## config.mk

```make
export PLATFORM = sky130hd
export DESIGN_NAME = calc_cmd_sequencer_flat
export DESIGN_NICKNAME = d
export VERILOG_FILES = /design/src/rtl/calc_cmd_sequencer_if.sv /design/src/rtl/calc_cmd_sequencer.sv /design/src/flat_wrapper.sv
export SDC_FILE = /design/constraint.sdc
export NUM_CORES = 1
export LEC_CHECK = 0
export CELL_PAD_IN_SITES_DETAIL_PLACEMENT = 1
export CELL_PAD_IN_SITES_GLOBAL_PLACEMENT = 1
export CORE_UTILIZATION = 40
export DETAILED_ROUTE_END_ITERATION = 16
export HOLD_SLACK_MARGIN = 0.03
export PLACE_DENSITY = 0.67
export SLEW_MARGIN = 20
export SYNTH_ARGS = -nofsm -noshare
export SYNTH_HDL_FRONTEND = slang
export SYNTH_SLANG_ARGS = --single-unit
```

## constraint.sdc

```tcl
create_clock -name clock -period 5.71 [get_ports clock]
set_input_delay 0.571 -clock clock [delete_from_list [all_inputs] [get_ports clock]]
set_output_delay 0.571 -clock clock [all_outputs]
set_load 0.01 [all_outputs]
```

## src/rtl/calc_cmd_sequencer_if.sv

```systemverilog
// Host command channel of the calculator command sequencer: valid/ready
// handshake carrying one (operand, op) command per transfer.
interface calc_cmd_sequencer_if;
    logic       CmdValid;
    logic       CmdReady;
    logic [7:0] CmdNum;
    logic [1:0] CmdOp;

    modport master (output CmdValid, output CmdNum, output CmdOp, input CmdReady);
    modport slave  (input CmdValid, input CmdNum, input CmdOp, output CmdReady);
endinterface

```

## src/rtl/calc_cmd_sequencer.sv

```systemverilog
// Buffers host (operand, op) commands and replays each to the calculator as setup,
// one-cycle Enter, then release. Optional shadow result check: `define CALC_SHADOW_EN.
module calc_cmd_sequencer #(
    parameter int DEPTH          = 4,
    parameter int RELEASE_CYCLES = 1
) (
    input  logic                   clock,
    input  logic                   Reset_n,
    calc_cmd_sequencer_if.slave    cmd,
    input  logic                   Flush,
    output logic                   Enter,
    output logic [7:0]             NumIn,
    output logic [1:0]             OpIn,
    output logic                   CalcClear,
    output logic                   Busy,
    output logic                   Done,
    output logic [$clog2(DEPTH):0] Count
`ifdef CALC_SHADOW_EN
    ,
    input  logic [7:0]             NumOut,
    output logic                   Mismatch
`endif
);
    localparam int AW = $clog2(DEPTH);
    localparam int CW = AW + 1;
    localparam int RW = (RELEASE_CYCLES > 1) ? $clog2(RELEASE_CYCLES) : 1;
    localparam logic [CW-1:0] FULL_C     = CW'(DEPTH);
    localparam logic [RW-1:0] REL_LAST_C = RW'(RELEASE_CYCLES - 1);

    typedef enum logic [1:0] {
        ST_IDLE    = 2'd0,
        ST_SETUP   = 2'd1,
        ST_PRESS   = 2'd2,
        ST_RELEASE = 2'd3
    } state_t;

    state_t        state_r, next_state_s;
    logic [RW-1:0] rel_cnt_r, rel_cnt_nxt_s;
    logic          rel_last_s;

    logic [9:0]    mem_r [DEPTH];
    logic [AW-1:0] wr_ptr_r, rd_ptr_r;
    logic [CW-1:0] count_r;
    logic          push_s, pop_s;

    logic          enter_r, enter_nxt_s;
    logic          done_r, done_nxt_s;
    logic          calc_clear_r, flush_d_r;
    logic [7:0]    num_in_r;
    logic [1:0]    op_in_r;

    assign cmd.CmdReady = (count_r < FULL_C) && !Flush;
    assign push_s       = cmd.CmdValid && cmd.CmdReady;
    assign pop_s        = (state_r == ST_IDLE) && (count_r != {CW{1'b0}}) && !Flush;
    assign rel_last_s   = (rel_cnt_r == REL_LAST_C);

    // Command storage, pointers and occupancy; Flush empties the queue in one cycle.
    always_ff @(posedge clock or negedge Reset_n) begin
        if (!Reset_n) begin
            for (int i = 0; i < DEPTH; i++) begin
                mem_r[i] <= 10'd0;
            end
            wr_ptr_r <= {AW{1'b0}};
            rd_ptr_r <= {AW{1'b0}};
            count_r  <= {CW{1'b0}};
        end else if (Flush) begin
            wr_ptr_r <= {AW{1'b0}};
            rd_ptr_r <= {AW{1'b0}};
            count_r  <= {CW{1'b0}};
        end else begin
            if (push_s) begin
                mem_r[wr_ptr_r] <= {cmd.CmdOp, cmd.CmdNum};
                wr_ptr_r        <= wr_ptr_r + AW'(1'b1);
            end
            if (pop_s) begin
                rd_ptr_r <= rd_ptr_r + AW'(1'b1);
            end
            case ({push_s, pop_s})
                2'b10:   count_r <= count_r + CW'(1'b1);
                2'b01:   count_r <= count_r - CW'(1'b1);
                default: count_r <= count_r;
            endcase
        end
    end

    // FSM state register and release-phase counter.
    always_ff @(posedge clock or negedge Reset_n) begin
        if (!Reset_n) begin
            state_r   <= ST_IDLE;
            rel_cnt_r <= {RW{1'b0}};
        end else begin
            state_r   <= next_state_s;
            rel_cnt_r <= rel_cnt_nxt_s;
        end
    end

    // Next-state logic; Flush forces IDLE ahead of everything else.
    always_comb begin
        next_state_s  = state_r;
        rel_cnt_nxt_s = rel_cnt_r;
        if (Flush) begin
            next_state_s  = ST_IDLE;
            rel_cnt_nxt_s = {RW{1'b0}};
        end else begin
            case (state_r)
                ST_IDLE: begin
                    if (count_r != {CW{1'b0}}) begin
                        next_state_s = ST_SETUP;
                    end else begin
                        next_state_s = ST_IDLE;
                    end
                end
                ST_SETUP: next_state_s = ST_PRESS;
                ST_PRESS: begin
                    next_state_s  = ST_RELEASE;
                    rel_cnt_nxt_s = {RW{1'b0}};
                end
                ST_RELEASE: begin
                    if (rel_last_s) begin
                        next_state_s = ST_IDLE;
                    end else begin
                        next_state_s  = ST_RELEASE;
                        rel_cnt_nxt_s = rel_cnt_r + RW'(1'b1);
                    end
                end
                default: next_state_s = ST_IDLE;
            endcase
        end
    end

    // Output decode from the upcoming state so Enter and Done leave flops directly.
    always_comb begin
        enter_nxt_s = 1'b0;
        done_nxt_s  = 1'b0;
        if (next_state_s == ST_PRESS) begin
            enter_nxt_s = 1'b1;
        end else if ((next_state_s == ST_RELEASE) && (rel_cnt_nxt_s == REL_LAST_C)) begin
            done_nxt_s = 1'b1;
        end else begin
            enter_nxt_s = 1'b0;
            done_nxt_s  = 1'b0;
        end
    end

    // Registered calculator-side outputs; CalcClear fires once per Flush burst.
    always_ff @(posedge clock or negedge Reset_n) begin
        if (!Reset_n) begin
            enter_r      <= 1'b0;
            done_r       <= 1'b0;
            calc_clear_r <= 1'b0;
            flush_d_r    <= 1'b0;
            num_in_r     <= 8'd0;
            op_in_r      <= 2'd0;
        end else begin
            enter_r      <= enter_nxt_s;
            done_r       <= done_nxt_s;
            calc_clear_r <= Flush && !flush_d_r;
            flush_d_r    <= Flush;
            if (pop_s) begin
                {op_in_r, num_in_r} <= mem_r[rd_ptr_r];
            end
        end
    end

    assign Enter     = enter_r;
    assign Done      = done_r;
    assign CalcClear = calc_clear_r;
    assign NumIn     = num_in_r;
    assign OpIn      = op_in_r;
    assign Count     = count_r;
    assign Busy      = (state_r != ST_IDLE) || (count_r != {CW{1'b0}});

`ifdef CALC_SHADOW_EN
    logic [7:0] shadow_r;
    logic       mismatch_r;

    function automatic logic [7:0] calc_step(input logic [7:0] acc, input logic [7:0] num,
                                             input logic [1:0] op);
        case (op)
            2'd0:    calc_step = acc + num;
            2'd1:    calc_step = acc - num;
            2'd2:    calc_step = acc | num;
            default: calc_step = (acc == num) ? 8'd1 : 8'd0;
        endcase
    endfunction

    // Shadow accumulator follows each press; result compared at end of release.
    always_ff @(posedge clock or negedge Reset_n) begin
        if (!Reset_n) begin
            shadow_r   <= 8'd0;
            mismatch_r <= 1'b0;
        end else if (Flush) begin
            shadow_r   <= 8'd0;
            mismatch_r <= 1'b0;
        end else begin
            if (state_r == ST_PRESS) begin
                shadow_r <= calc_step(shadow_r, num_in_r, op_in_r);
            end
            if ((state_r == ST_RELEASE) && rel_last_s && (NumOut != shadow_r)) begin
                mismatch_r <= 1'b1;
            end
        end
    end

    assign Mismatch = mismatch_r;
`endif
endmodule

```

## src/flat_wrapper.sv

```systemverilog
// flat-port wrapper written by rule: the top's interface ports become plain ports
module calc_cmd_sequencer_flat 
#(
    parameter int DEPTH          = 4,
    parameter int RELEASE_CYCLES = 1
)
  (clock, Reset_n, Flush, Enter, NumIn, OpIn, CalcClear, Busy, Done, Count, cmd_CmdValid, cmd_CmdNum, cmd_CmdOp, cmd_CmdReady);
  calc_cmd_sequencer_if cmd_i ();
  input  logic clock;
  input  logic Reset_n;
  input  logic Flush;
  output logic Enter;
  output logic [7:0] NumIn;
  output logic [1:0] OpIn;
  output logic CalcClear;
  output logic Busy;
  output logic Done;
  output logic [$clog2(DEPTH):0] Count;
  input wire logic [$bits(cmd_i.CmdValid)-1:0] cmd_CmdValid;
  input wire logic [$bits(cmd_i.CmdNum)-1:0] cmd_CmdNum;
  input wire logic [$bits(cmd_i.CmdOp)-1:0] cmd_CmdOp;
  output wire logic [$bits(cmd_i.CmdReady)-1:0] cmd_CmdReady;
  assign cmd_i.CmdValid = cmd_CmdValid;
  assign cmd_i.CmdNum = cmd_CmdNum;
  assign cmd_i.CmdOp = cmd_CmdOp;
  assign cmd_CmdReady = cmd_i.CmdReady;
  calc_cmd_sequencer #(.DEPTH(DEPTH), .RELEASE_CYCLES(RELEASE_CYCLES)) u_core (.clock(clock), .Reset_n(Reset_n), .cmd(cmd_i), .Flush(Flush), .Enter(Enter), .NumIn(NumIn), .OpIn(OpIn), .CalcClear(CalcClear), .Busy(Busy), .Done(Done), .Count(Count));
endmodule
```

# After elaboration in Yosys (flattened, before gate mapping)
# Index checks and enable logic that the tools add are counted.
# classes
n_div	0
n_lt_le_gt_ge	4
eq_ne	7
bitwise_logic	4
reduce_logical	17
shifts	0
multipliers	0
n_mux	22
n_addsub	5
# op_table
operator	n
$bwmux 40	1
$mux 10	3
$bmux 10 s2	1
$demux 10 s2	1
$mux 2	6
$eq 2x2->1 const B	5
$pmux 2 s4	1
$logic_and 1x1->1	7
$ge 3x3->1 const B	2
$mux 1	6
$not 2->3	2
$pmux 3 s2	1
$reduce_bool 2->1	3
$reduce_bool 3->1	2
$add 2x1->2 const B	2
$eq 2x1->1 const B	2
$add 3x1->3 const B	1
$lt 3x1->1 const B	1
$lt 3x3->1 const B	1
$mux 3	1
$sub 3x1->3 const B	1
$logic_not 1->1	2
$logic_not 2->1	1
$not 1->1	2
4 further kinds	4
# word_totals
n_memories	0
word_cells	74
latchBits	0
rom_bits	0
ff_bits	64
ram_bits	0
inputBits	14

# Longest topological paths before layout
# Gate-level depths: netlist of the first run.
# logic_depth
ltp_word	8
depth_mapped	8
ltp_nobuf	8

# Worst setup path before layout of the first run
# OpenSTA, ideal clock, no wires.
# synth_timing
path_type	register to register
from	register u_core.count_r[0] (netlist: u_core.Count[0])
to	register u_core.count_r[2] (netlist: u_core.Count[2])
stages_incl_launch_ff	9
path_buffers	0
required_ns	5.578
period_less_slack_ns	2.002
path_slack_ns	3.708
t_arrival_ns	1.870
cell_sequence	dfrtp_1 or3_1 nand2_1 nor3_1 fa_1 a21oi_1 nor2_1 a221oi_1 nor2_1
# synth_via
elab_chain_cells	6
# synth_rtl
element	line_no	rtl
start: declaration	calc_cmd_sequencer.sv:43	logic [CW-1:0] count_r;
start signal: assignment	calc_cmd_sequencer.sv:65	count_r <= {CW{1'b0}};
start signal: assignment	calc_cmd_sequencer.sv:69	count_r <= {CW{1'b0}};
start signal: assignment	calc_cmd_sequencer.sv:79	2'b10: count_r <= count_r + CW'(1'b1);
$lt 3x3->1 / $reduce_bool 3->1 (equally long branches)	calc_cmd_sequencer.sv:52, calc_cmd_sequencer.sv:54	
$logic_and 1x1->1 (on tied branches)	calc_cmd_sequencer.sv:52, calc_cmd_sequencer.sv:54	
$logic_and 1x1->1 (on tied branches)	calc_cmd_sequencer.sv:53, calc_cmd_sequencer.sv:54	
$eq 2x1->1 / $eq 2x2->1 (equally long branches)	calc_cmd_sequencer.sv:78	case ({push_s, pop_s})
$pmux 3 s2	calc_cmd_sequencer.sv:78	
$mux 3	calc_cmd_sequencer.sv:66	end else if (Flush) begin
# Parallel ways exist; a longest one is shown, timed or not.
# A chain may end at the register's enable or synchronous reset.

# Worst setup path in the final report of the first run
# layout_timing
from	input port Flush
to	output port cmd_CmdReady
# layout_via
elab_chain_cells	2
# layout_rtl
element	line_no	rtl
start: declaration	flat_wrapper.sv:11	input logic Flush;
$logic_not 1->1	calc_cmd_sequencer.sv:52	assign cmd.CmdReady = (count_r < FULL_C) && !Flush;
$logic_and 1x1->1	calc_cmd_sequencer.sv:52	
end: declaration	flat_wrapper.sv:22	output wire logic [$bits(cmd_i.CmdReady)-1:0] cmd_CmdReady;
# No other way between the ends.

==> results of run 1 <==
[registers in the layout, summed over array words and instances, names as in the netlist]
signal and count:
u_core.CalcClear 1, u_core.Count 3, u_core.Done 1, u_core.Enter 1
u_core.NumIn 8, u_core.OpIn 2, u_core.flush_d_r 1, u_core.mem_r 40
u_core.rd_ptr_r 2, u_core.rel_cnt_r 1, u_core.state_r 2, u_core.wr_ptr_r 2
[Yosys cell counts (2+ instances only)]
cell type and number:
a21oi_1 4, and3_1 4, buf_2 5, buf_6 2, clkbuf_1 2, dfrtp_1 64, ha_1 4, inv_1 3
mux2_2 41, mux2_4 10, mux4_2 10, nand2_1 3, nand2b_1 2, nor2_1 12, nor2b_1 3, nor3_1 6
nor3b_1 2, o21ai_0 2, xor2_1 2
[placed cells by master, fill, tap and decap left out, types with 3 or more instances in the layout]
| cell | count |
|---|---|
| a21oi_1 | 4 |
| and3_1 | 4 |
| clkbuf_8 | 9 |
| clkdlybuf4s50_1 | 30 |
| clkinv_2 | 3 |
| dfrtp_1 | 64 |
| ha_1 | 4 |
| inv_1 | 3 |
| mux2_2 | 41 |
| mux2_4 | 10 |
| mux4_2 | 10 |
| nand2_1 | 3 |
| nor2_1 | 12 |
| nor2b_1 | 3 |
| nor3_1 | 6 |
[final cells by class]
type / instances / area [µm²] / share of cell area (%)
sequential: 64 / 1600 / 47.0
tap: 96 / 120 / 3.52
clock buffer: 10 / 128 / 3.74
timing repair buffer: 32 / 313 / 9.17
clock inverter: 6 / 60.1 / 1.76
multi-input combinational: 114 / 1180 / 34.5
inverter: 3 / 11.3 / 0.330
[where the power goes]
part / switching, mW / internal, mW
logic: 0.215 / 0.396
registers: 0.141 / 0.644
clock network: 0.171 / 0.199
total: 0.527 / 1.24
[metrics by stage]
step           area (µm²)  power, mW  cells  setup slack [ns]  util (%)
6_report             3410       1.77    325              2.84      49.9
5_1_grt              3410       1.89    325              2.72      49.9
4_1_cts              3410       1.79    325              2.85      49.9
3_5_place_dp         3220       1.41    309              2.82      47.2
3_3_place_gp         3220       1.36    309              2.95      47.2
2_1_floorplan        2840       1.18    190              3.71         -
[how the worst max path moves through the flow]
stage                                 from                          end  slack, ns  cells after the start
6_report                             Flush                 cmd_CmdReady       2.84                      3
5_1_grt                              Flush                 cmd_CmdReady       2.72                      3
4_1_cts                              Flush                 cmd_CmdReady       2.85                      3
3_5_place_dp                         Flush  u_core.mem_r[9]$_DFFE_PN0P_       2.82                      4
3_3_place_gp                         Flush                 cmd_CmdReady       2.95                      3
2_1_floorplan  u_core.Count[0]$_DFFE_PN0P_  u_core.Count[2]$_DFFE_PN0P_       3.71                      8
[cell families after synthesis]
kind of cell    count (synthesis)  share of synthesized area (%)
flops                          64                           56.3
mux                            62                           29.8
simple gates                   36                           6.55
buf+inv                        12                           2.33
compound gates                  8                           1.63
fa+ha+maj                       5                           2.46
xor+xnor                        3                          0.924
[worst max-delay path, stage by stage]
cell and delay [ns]:
clkdlybuf4s50_1 0.74, nor2_1 0.38, clkdlybuf4s50_1 0.60
[routing by layer]
layer	vias up	wire length, µm	global-route usage, %
li1	748	-	-
met1	867	2710	24.6
met2	21	2990	29.4
met3	7	131	2.95
met4	0	60	6.67
met5	-	0	0
==> results by group, run 1 <==
Yosys
  – Synthesized flop and latch total: 64
  – Ys async rst share: 100%
  – Cells after Synth: 190
  – Number of flops mapped to enable cells by yosys: 0
  – Mapped Nets: 209
  – Syn_area_per_cell: 15.0 µm²
  – Yosys cell types: 28
  – Sequential area share after synthesis: 56.3%
  – Mapped cell area: 2840 µm²
  – Post-synth top area cell: dfrtp_1
  – Synth Warn #: 0
  – Area share of the largest cell type after synthesis: 56.3%
  – Main synth FF type: dfrtp_1
  – Cells taking the most area after synthesis: dfrtp_1 (56%), mux2_2 (16%), mux4_2 (7.9%)

Clock network
  – CTS root buf: clkbuf_8
  – # Post-CTS Setup Buffers: 0
  – CTS clock-pin slew for the worst setup and hold paths: 0.07 ns
  – Clk_lat worst skew: 0.33 ns
  – Max clock buf depth: 2
  – Post-CTS sizing: 0
  – TritonCTS clock tree: yes
  – Sink Count: 64
  – Post-CTS Hold Fix Bufs: 0
  – H-tree levels: 3
  – Total CTS buffers: 9

Power and ir drop
  – Leakage: 1.50 nW
  – Worst VDD drop: 0.172 mV
  – Pwr per Cell Area: 518 nW/µm²

STA
  – Hold slack: 0.403 ns
  – Unrepaired setup endpoints after global routing: no
  – Clock skew: 0.00718 ns
  – Tmin final: 2.87 ns
  – Slew of the pin with the lowest slew margin: 0.810 ns
  – Fmax: 349 MHz
  – Period utilization: 50.2%
  – Setup tns final: 0 ns
  – Final setup violating endpoints: 0
  – Final hold vios: 0
  – Fin. max-slew vios: 0
  – Slew headroom: 46.0%

Routing
  – Drt pass-1 iters: 4
  – Number of routed nets with antenna violations: 0
  – Wire per inst: 18.1 µm
  – Total wire length: 5890 µm
  – DRT iter0 DRCs: 55
  – Total number of vias: 1643
  – Drt via density: 5.06
  – DRC viols: 0

Critical path
  – CP required: 5.14 ns
  – Worst r2r dst: u_core.Count[2]$_DFFE_PN0P_
  – Flop2flop setup slack: 3.51 ns
  – Reg-to-reg startpoint: u_core.Count[0]$_DFFE_PN0P_
  – Worst R2R Path Depth: 8
  – Crit-path max FO: 19
  – Kind of end point of the critical path: output port
  – Startpoint types: input port
  – Worst setup path class: input port to output port
  – Worst endpoint data arrival time: 2.30 ns

Finish
  – Syn-to-layout area delta: 19.9%
  – Share of cells above drive strength 1: 34.5%
  – Antenna Cells: 0
  – Fill count: 696
  – Final net count: 243

Floorplan
  – Die Ht: 86.3 µm
  – Rows: 30
  – Full die area: 7450 µm²
  – Die width: 86.3 µm
  – I/O Pins: 32
  – Initial Util: 41.6%
  – Core ar.: 6830 µm²

Global route
  – Overall routing resource usage: 18.1%
  – Largest net degree at the start of global routing: 65
  – Initial antenna violation count: 0
  – First-pass GRT wire length: 10100 µm
  – Overflow after GRT: 0
  – Vias in the first global route: 1939

Outcome
  – Run status: finished, final reports clean

Worst hold path
  – Worst hold start: u_core.flush_d_r$_DFF_PN0_
  – End of the worst hold path: u_core.CalcClear$_DFF_PN0_
  – Hold crit path type: flip-flop to flip-flop
  – Hold path cells: 1

Place
  – Port Buf Inserts: 31
  – Final Wtd Congestion: 0.698
  – Placed wire-length estimate: 3830 µm

Run
  – Max_cap viols: 0
Power figures use the tool's default switching activity.
==> run 2: changes to the inputs <==
--- a/config.mk
+++ b/config.mk
@@ -10,7 +10,7 @@
 export CORE_UTILIZATION = 40
 export DETAILED_ROUTE_END_ITERATION = 16
 export HOLD_SLACK_MARGIN = 0.03
-export PLACE_DENSITY = 0.67
+export PLACE_DENSITY = 0.69
 export SLEW_MARGIN = 20
 export SYNTH_ARGS = -nofsm -noshare
 export SYNTH_HDL_FRONTEND = slang
==> constraint.sdc (replaced) <==
create_clock -name clock -period 2.6 [get_ports clock]
set_input_delay 0.26 -clock clock [delete_from_list [all_inputs] [get_ports clock]]
set_output_delay 0.26 -clock clock [all_outputs]
set_load 0.01 [all_outputs]
==> results by group, run 2 (same netlist as run 1, synthesis figures left out) <==
Place
  – Placed wire-length estimate: 3680 µm (was 3830 µm)
  – Final Wtd Congestion: 0.768 (was 0.698)
  – Placed cells: 318 (was 309)
  – Port Buf Inserts: 31 (unchanged)
  – Post-place setup slack: 0.363 ns (was 2.82 ns)
  – Placed inst area: 3290 µm² (was 3220 µm²)

Global route
  – Vias in the first global route: 1849 (was 1939)
  – Overflow after GRT: 0 (unchanged)
  – First-pass GRT wire length: 9600 µm (was 10100 µm)
  – Overall routing resource usage: 17.9% (was 18.1%)
  – Initial antenna violation count: 0 (unchanged)
  – Largest net degree at the start of global routing: 65 (unchanged)

Outcome
  – Run status: finished, final reports clean (unchanged)

Critical path
  – CP required: 2.82 ns (was 5.14 ns)
  – Flop2flop setup slack: 0.44 ns (was 3.51 ns)
  – CP Launch Point: u_core.Count[0]$_DFFE_PN0P_ (was Flush)
  – Kind of end point of the critical path: flip-flop (was output port)
  – Crit-path max FO: 8 (was 19)
  – Worst endpoint data arrival time: 2.39 ns (was 2.30 ns)
  – Reg-to-reg startpoint: u_core.Count[0]$_DFFE_PN0P_ (unchanged)
  – Worst setup path class: flip-flop to flip-flop (was input port to output port)
  – Worst R2R Path Depth: 8 (unchanged)
  – Startpoint types: flip-flop (was input port)
  – Worst r2r dst: u_core.Count[2]$_DFFE_PN0P_ (unchanged)

Routing
  – Wire per inst: 17.2 µm (was 18.1 µm)
  – Drt via density: 5.00 (was 5.06)
  – DRT iter0 DRCs: 62 (was 55)
  – Total wire length: 5730 µm (was 5890 µm)
  – Drt pass-1 iters: 4 (unchanged)
  – DRC viols: 0 (unchanged)
  – Number of routed nets with antenna violations: 0 (unchanged)
  – Total number of vias: 1671 (was 1643)

STA
  – Period utilization: 83.3%
  – Final hold vios: 0 (unchanged)
  – Final WS setup: 0.435 ns (was 2.84 ns)
  – Setup tns final: 0 ns (unchanged)
  – Hold slack: 0.0875 ns (was 0.403 ns)
  – Clock skew: 0.00489 ns (was 0.00718 ns)
  – Final setup violating endpoints: 0 (unchanged)
  – Tmin final: 2.16 ns
  – Fmax: 462 MHz
  – Slew headroom: 45.9% (was 46.0%)
  – Unrepaired setup endpoints after global routing: no (unchanged)
  – Fin. max-slew vios: 0 (unchanged)
  – Slew of the pin with the lowest slew margin: 0.811 ns (was 0.810 ns)

Power and ir drop
  – Leakage: 1.58 nW (was 1.50 nW)
  – Tot Pwr: 4.13 mW (was 1.77 mW)
  – Cell-internal power: 2.95 mW (was 1.24 mW)
  – Pwr per Cell Area: 1170 nW/µm² (was 518 nW/µm²)
  – Clock network power share: 25.4% (was 21.0%)
  – Worst VDD drop: 0.424 mV (was 0.172 mV)
  – Switch Pwr: 1.17 mW (was 527 µW)
  – Sw Ratio: 28.5% (was 29.8%)
  – Seq pwr share: 41.2% (was 44.4%)
  – Logic pwr share: 33.4% (was 34.6%)

Clock network
  – H-tree levels: 3 (unchanged)
  – Post-CTS sizing: 0 (unchanged)
  – TritonCTS clock tree: yes (unchanged)
  – Sink Count: 64 (unchanged)
  – CTS clock-pin slew for the worst setup and hold paths: 0.07 ns (about the same)
  – Post-CTS Hold Fix Bufs: 0 (unchanged)
  – Clk_lat worst skew: 0.34 ns (was 0.33 ns)
  – # Post-CTS Setup Buffers: 0 (unchanged)
  – Total CTS buffers: 9 (unchanged)
  – Max clock buf depth: 2 (unchanged)
  – CTS root buf: clkbuf_8 (unchanged)

Floorplan
  – Core ar.: 6830 µm² (unchanged)
  – Die width: 86.3 µm (unchanged)
  – Full die area: 7450 µm² (unchanged)
  – Initial Util: 41.6% (unchanged)
  – Rows: 30 (unchanged)
  – Die Ht: 86.3 µm (unchanged)
  – I/O Pins: 32 (unchanged)

Finish
  – Most common cell after layout, fill and taps aside: dfrtp_1 (unchanged)
  – Most flops, register: u_core.mem_r (unchanged)
  – Util after Layout: 51.7% (was 49.9%)
  – Largest register FFs: 40 (unchanged)
  – Layout Cells excl Fill: 334 (was 325)
  – Syn-to-layout area delta: 24.2% (was 19.9%)
  – Antenna Cells: 0 (unchanged)
  – Final net count: 252 (was 243)
  – Commonest cells after routing, fill and taps aside: dfrtp_1 (64), mux2_2 (41), clkdlybuf4s50_1 (30) (unchanged)
  – Final Cell Area: 3530 µm² (was 3410 µm²)
  – Fill count: 697 (was 696)
  – Share of cells above drive strength 1: 37.4% (was 34.5%)

Run
  – Max_cap viols: 0 (unchanged)

Worst hold path
  – Hold crit path type: input port to asynchronous set/reset pin (was flip-flop to flip-flop)
run 2: cell types whose count changed in the layout (fill, tap and decap cells not counted), sizes merged:
cell	delta
buf	+9
bufinv	+2
clkbuf	-1
clkinvlp	-1
run 2: worst max-delay path by stage:
stage,slack [ns],cells past startpoint,endpoint
after CTS,0.43,8,u_core.Count[2]$_DFFE_PN0P_
after floorplan,0.60,8,u_core.Count[2]$_DFFE_PN0P_
after detailed placement,0.36,8,u_core.Count[2]$_DFFE_PN0P_
after global routing,0.24,8,u_core.Count[2]$_DFFE_PN0P_
final,0.44,8,u_core.Count[2]$_DFFE_PN0P_
after global placement,0.47,8,u_core.Count[2]$_DFFE_PN0P_
run 2: critical path, cell delays in order, from the launching register on:
cell and delay, ns:
dfrtp_1 0.47, or3_1 0.46, nand2_1 0.12, nor3_1 0.07, fa_1 0.41, a21oi_1 0.15
nor2_1 0.05, a221oi_1 0.24, nor2_1 0.07
run 2: final cells by class:
type / count / area [µm²] / area share [%]
multi-input combinational: 114 / 1180 / 33.3
sequential: 64 / 1600 / 45.3
timing repair buffer: 41 / 380 / 10.8
clock inverter: 7 / 120 / 3.40
tap: 96 / 120 / 3.40
clock buffer: 9 / 124 / 3.51
inverter: 3 / 11.3 / 0.319
run 2: per-layer routing:
metal | part of all wire (%) | routed length (µm) | GRT usage (%)
met1 | 44 | 2530 | 22.6
met2 | 52 | 2960 | 29.2
met3 | 3.1 | 177 | 5.43
met4 | 1.2 | 71 | 6.36
met5 | 0 | 0 | 0
run 2: power by group through the flow:
stage	logic (mW)	registers [mW]	clock network (mW)
after global routing	1.50	1.76	1.11
after detailed placement	1.40	1.72	0
final	1.38	1.70	1.05
after CTS	1.40	1.71	1.07
after floorplan	0.935	1.66	0
after global placement	1.35	1.71	0
